[src/rtl/freq_meter_ctrl.sv]
// freq_meter_ctrl: measurement sequencer for the frequency meter.
// Times 2^k periods of sig_in in clk cycles and returns the average.
//
// Ports:
//   clk          system clock, rising edge
//   reset        asynchronous active-low reset
//   sig_in       raw measured signal, asynchronous to clk
//   start        one-cycle request to begin a measurement (IDLE only)
//   avg_log2     averaging exponent k, clamped to MAX_LOG2, latched on start
//   busy         high while arming or measuring
//   result_valid high while a result is offered
//   result_ready consumer accepts the result
//   period       averaged period in clk cycles (0 on timeout)
//   timeout      result is a timeout
//   edge_cnt     rising edges seen in the current/last run, saturating
`timescale 1ns/1ps
module freq_meter_ctrl #(
    parameter int CNT_W       = 24,
    parameter int MAX_LOG2    = 7,
    parameter int TIMEOUT_CYC = 5000000
) (
    input  logic             clk,
    input  logic             reset,
    input  logic             sig_in,
    input  logic             start,
    input  logic [2:0]       avg_log2,
    output logic             busy,
    output logic             result_valid,
    input  logic             result_ready,
    output logic [CNT_W-1:0] period,
    output logic             timeout,
    output logic [7:0]       edge_cnt
);

    localparam int SUM_W = CNT_W + MAX_LOG2;
    localparam int REM_W = MAX_LOG2 + 1;
    localparam logic [2:0]       K_MAX     = 3'(MAX_LOG2);
    localparam logic [CNT_W-1:0] GAP_LIMIT = CNT_W'(TIMEOUT_CYC);

    typedef enum logic [1:0] {
        IDLE,
        ARM,
        MEASURE,
        DONE
    } state_t;

    state_t state;
    state_t state_next;

    logic             s_meta;
    logic             s_sync;
    logic             s_dly;
    logic             rise;

    logic [CNT_W-1:0] gap;
    logic [SUM_W-1:0] sum;
    logic [SUM_W-1:0] sum_new;
    logic [REM_W-1:0] rem;
    logic [2:0]       k;
    logic [2:0]       k_in;
    logic [CNT_W-1:0] avg_calc;
    logic             gap_hit;

    logic             do_start;
    logic             do_first;
    logic             do_acc;
    logic             do_fin;
    logic             do_to;

    // Two-flop synchroniser plus a delay flop for edge detection.
    always_ff @(posedge clk or negedge reset) begin
        if (!reset) begin
            s_meta <= 1'b0;
            s_sync <= 1'b0;
            s_dly  <= 1'b0;
        end else begin
            s_meta <= sig_in;
            s_sync <= s_meta;
            s_dly  <= s_sync;
        end
    end

    assign rise = s_sync & ~s_dly;

    assign k_in = (int'(avg_log2) > MAX_LOG2) ? K_MAX : avg_log2;

    assign sum_new  = sum + SUM_W'(gap);
    assign avg_calc = CNT_W'(sum_new >> k);

    // A rise in the same cycle takes priority over gap_hit in the FSM,
    // so a period of exactly TIMEOUT_CYC is still measured.
    assign gap_hit = (gap >= GAP_LIMIT);

    assign busy         = (state == ARM) || (state == MEASURE);
    assign result_valid = (state == DONE);

    always_ff @(posedge clk or negedge reset) begin
        if (!reset) begin
            state <= IDLE;
        end else begin
            state <= state_next;
        end
    end

    always_comb begin
        state_next = state;
        do_start   = 1'b0;
        do_first   = 1'b0;
        do_acc     = 1'b0;
        do_fin     = 1'b0;
        do_to      = 1'b0;
        unique case (state)
            IDLE: begin
                if (start) begin
                    do_start   = 1'b1;
                    state_next = ARM;
                end
            end
            ARM: begin
                if (rise) begin
                    do_first   = 1'b1;
                    state_next = MEASURE;
                end else if (gap_hit) begin
                    do_to      = 1'b1;
                    state_next = DONE;
                end
            end
            MEASURE: begin
                if (rise) begin
                    do_acc = 1'b1;
                    if (rem == REM_W'(1)) begin
                        do_fin     = 1'b1;
                        state_next = DONE;
                    end
                end else if (gap_hit) begin
                    do_to      = 1'b1;
                    state_next = DONE;
                end
            end
            DONE: begin
                if (result_ready) begin
                    state_next = IDLE;
                end
            end
            default: begin
                state_next = IDLE;
            end
        endcase
    end

    // Gap counter: cycles since the last rise, saturating.
    always_ff @(posedge clk or negedge reset) begin
        if (!reset) begin
            gap <= '0;
        end else if (do_start) begin
            gap <= '0;
        end else if (rise) begin
            gap <= CNT_W'(1);
        end else if (gap != '1) begin
            gap <= gap + CNT_W'(1);
        end
    end

    always_ff @(posedge clk or negedge reset) begin
        if (!reset) begin
            sum <= '0;
            rem <= '0;
            k   <= '0;
        end else if (do_start) begin
            sum <= '0;
            rem <= REM_W'(1) << k_in;
            k   <= k_in;
        end else if (do_acc) begin
            sum <= sum_new;
            rem <= rem - REM_W'(1);
        end
    end

    always_ff @(posedge clk or negedge reset) begin
        if (!reset) begin
            edge_cnt <= '0;
        end else if (do_start) begin
            edge_cnt <= '0;
        end else if (do_first) begin
            edge_cnt <= 8'd1;
        end else if (do_acc && (edge_cnt != 8'hFF)) begin
            edge_cnt <= edge_cnt + 8'd1;
        end
    end

    // Result registers hold from DONE until the next start.
    always_ff @(posedge clk or negedge reset) begin
        if (!reset) begin
            period  <= '0;
            timeout <= 1'b0;
        end else if (do_start) begin
            period  <= '0;
            timeout <= 1'b0;
        end else if (do_fin) begin
            period  <= avg_calc;
            timeout <= 1'b0;
        end else if (do_to) begin
            period  <= '0;
            timeout <= 1'b1;
        end
    end

endmodule
[config.mk]
export PLATFORM = sky130hd
export DESIGN_NAME = freq_meter_ctrl
export DESIGN_NICKNAME = d
export VERILOG_FILES = /design/src/rtl/freq_meter_ctrl.sv
export SDC_FILE = /design/constraint.sdc
export NUM_CORES = 1
export LEC_CHECK = 0
export CAP_MARGIN = 20
export CORE_MARGIN = 2
export CORE_UTILIZATION = 39
export CTS_CLUSTER_DIAMETER = 60
export DETAILED_ROUTE_END_ITERATION = 8
export GPL_ROUTABILITY_DRIVEN = 1
export GPL_TIMING_DRIVEN = 0
export PLACE_DENSITY_LB_ADDON = 0.05
export SYNTH_ARGS = -nofsm -noshare
export SYNTH_HDL_FRONTEND = slang
export SYNTH_SLANG_ARGS = --single-unit
[constraint.sdc]
create_clock -name clk -period 2.87 [get_ports clk]
set_input_delay 0.287 -clock clk [delete_from_list [all_inputs] [get_ports clk]]
set_output_delay 0.287 -clock clk [all_outputs]
set_load 0.01 [all_outputs]
==> flow_summary.yaml <==
setup_path:
  worstSetupPathType: "flop to flop"
  cp.arrival_ns: 3.36
  critPathBufInv: 3
  critPathLaunchType: "flop"
  cp_common_cell: "a21oi_1"
  path_max_fanout: 10
  crit_path_max_incr_delay_ns: 0.46
  crit_chain: "ha_4 -> buf_6 -> inv_2 -> o32ai_2 -> o41a_1 -> a311oi_2 -> mux2i_2 -> buf_4 -> a21oi_1 -> a21oi_1 -> mux2i_1 -> a221o_1"
  crit_required_ns: 3.11
  worstSetupEndpointType: "flop"
  cpMaxStageDelayCell: "o41a_1"
  critPathTopFamily: "compound AO/OA/AOI/OAI gates"
place:
  gp_congestion: 0.8825
  dp_cells: 1142
  placed_area_um2: 8188
  port_buffers: 42
  hpwl_um: 17520
global_routing:
  grtUsageMet3_pct: 3.163
  grt-busiest-layer: "met2"
  antenna_found_initial: 0
  grt-ovfl-total: 0
  grt_first_pass_wirelength_um: 38360
  grt_max_degree: 57
  grt_pass1_vias: 6933
  grt.met2_usage_pct: 39.46
  grt_util_met1_pct: 34.30
  grt.total_usage_pct: 24.30
cells_and_area:
  mostFrequentLayoutCells: "nand2_1, dfrtp_1, nor2_1"
  syn2layout_area_growth_pct: 29.70
  final_layout_size_suffix_gt1_share_pct: 23.87
  final_design_area_no_fill_um2: 9643
  final_common_cell: "nand2_1"
  layout.nets: 1010
  antenna_cells: 0
  stdcell_count: 1206
synth:
  syn_area_per_cell_um2: 8.595
  synth-async-reset-ratio_pct: 100.0
  seq_area_frac_synth_pct: 35.01
  syn_nets: 908
  synth_fa_ha_area_share_pct: 5.991
  synth_seq_cells: 104
  synth_top_family_by_area: "simple AND/OR/NAND/NOR gates"
  synthMuxAreaShare_pct: 4.342
  synth_ff_type: "dfrtp_1"
  synth-simple-area-share_pct: 22.43
  synthXorXnorAreaFrac_pct: 7.068
  synth_warnings: 0
  synth_edf_count: 0
  synthesis.instances: 865
  ys_types: 93
  synth-compound-area-share_pct: 21.52
  syn_area_um2: 7435
sta:
  fin_ws_ns: -0.2476
  final.setup_skew_ns: 0.007609
  setup_viol: 15
  hold_viol_final: 0
  worstMarginPinSlew_ns: 0.7220
  finalCritPeriodShare_pct: 108.6
  relSlewSlack_pct: 51.87
  slew_viol_final: 0
  rsz0062_at_grt: "yes"
  fmax_ghz: 0.3208
  period_needed_ns: 3.118
die:
  dieHeight_um: 142.1
  initial_core_util_pct: 39.75
  fp.dieArea_um2: 20180
  io_pins: 43
  die_x_um: 142.1
  core-area_um2: 18710
  fp-row-count: 50
routing:
  firstDrtPassIters: 6
  vias: 7096
  wl_um: 24140
  wire_per_inst_um: 20.02
  antenna_left: 0
  drc: 0
  initialDrtViolationCount: 488
  avgViaCountPerCell: 5.884
clock_network:
  worstSkewPairLatency_ns: 0.35
  cts_root_buf: "clkbuf_16"
  htreeDepth: 3
  clkTransAtPathRegs_ns: 0.08
  cts.path.max_buffers: 2
  clock_sinks: 104
  cts_tree: "yes"
  cts_buffers: 9
outcome:
  status: "finished, violations left"
  failed_checks: "setup timing"
power:
  netSwitchingFraction_pct: 40.80
  p_leak_nw: 4.027
  power_frac_comb_pct: 40.4
  p_seq_share_pct: 34.0
  p_int_w: 0.003049
  ir_worst_vdd_mv: 0.3391
  p_clk_share_pct: 25.7
  power.density_nw_per_um2: 534.1
  p_sw_w: 0.002101
  power.total_w: 0.005150
run:
  max_cap_viol_count: 0
worst_hold_path:
  hp-class: "flop to flop"
[layout make-up]
type / count / area (um2)
fillers: 1751 / 9062
multi-input cells: 697 / 5295
flip-flops and latches: 104 / 2623
repair buffers: 97 / 860.8
well taps: 234 / 292.8
clock buffers: 10 / 239.0
plain buffers: 40 / 192.7
clock inverters: 6 / 72.57
inverters: 18 / 67.56
[final timing paths]
check                        start          to  slack [ns]  cells past startpoint
hold / removal              s_meta      s_sync        0.35                      0
setup reg to reg           gap[17]  period[21]       -0.25                     12
setup / recovery           gap[17]  period[21]       -0.25                     12
min in group asynchronous    reset     sum[18]        0.50                      2
hold reg to reg             s_meta      s_sync        0.35                      0
max in group asynchronous    reset      gap[0]        1.61                      3
[power by group through the flow]
stage | combinational (W) | clock (W) | sequential (W)
floorplan | 0.00124 | 0 | 0.00174
global placement | 0.00179 | 0 | 0.00177
detailed placement | 0.00182 | 0 | 0.00177
CTS | 0.00199 | 0.00136 | 0.00175
global route | 0.00226 | 0.00143 | 0.00176
finish | 0.00208 | 0.00132 | 0.00175
[cells by family (layout without fill, tap and decap cells)]
| group | Yosys count | after routing |
|---|---|---|
| fa+ha+maj | 35 | 35 |
| xor+xnor | 57 | 57 |
| buf+inv | 64 | 171 |
| mux | 25 | 25 |
| compound gates | 229 | 229 |
| flops | 104 | 104 |
| simple gates | 351 | 351 |
[metal layers]
| metal | part of all wire [%] | routed length, um | vias to the layer above |
|---|---|---|---|
| li1 | - | - | 3335 |
| met1 | 46 | 11170 | 3497 |
| met2 | 47 | 11360 | 232 |
| met3 | 4.5 | 1084 | 32 |
| met4 | 2.2 | 520 | 0 |
| met5 | 0 | 0 | - |
[synth_stat cells (14+ instances only)]
library cell	number	share of area, %
a21oi_1	72	4.8
and3_1	17	1.4
clkbuf_1	29	1.5
dfrtp_1	104	35
ha_1	34	5.7
inv_1	14	0.71
nand2_1	141	7.1
nand3_1	19	1.3
nand4_1	15	1.3
nor2_1	84	4.2
nor3_1	17	1.1
o21ai_0	30	2.0
xnor2_1	26	3.1
xor2_1	29	3.4
[through the flow]
stage / hold WS (ns) / worst slack, ns / TNS (ns) / utilization, %
global route: 0.3653 / -0.3313 / -3.642 / 51.55
detailed placement: 0.3371 / -0.6621 / -9.711 / 43.77
CTS: 0.3499 / -0.1710 / -1.249 / 49.50
global placement: 0.3372 / -2.713 / -290.76 / 43.64
finish: 0.3541 / -0.2476 / -1.809 / 51.55
floorplan: -0.008591 / 0.009829 / 0 / -
[repair_timing]
action                                  in CTS  in global routing
hold endpoints to repair                     2                  0
gates resized for setup                    108                 45
setup buffers                               33                 20
endpoints found under the setup margin      33                 28
pin swaps                                   37                 43
hold buffers                                 1                  0
gates cloned                                 0                  0
[registers in the layout, indices dropped and copies added (netlist names)]
register and count:
edge_cnt 8, gap 24, k 3, period 24, rem 8, s_dly 1
s_meta 1, s_sync 1, state 2, sum 31, timeout 1
Note: power is estimated with default switching activity, not from simulation.
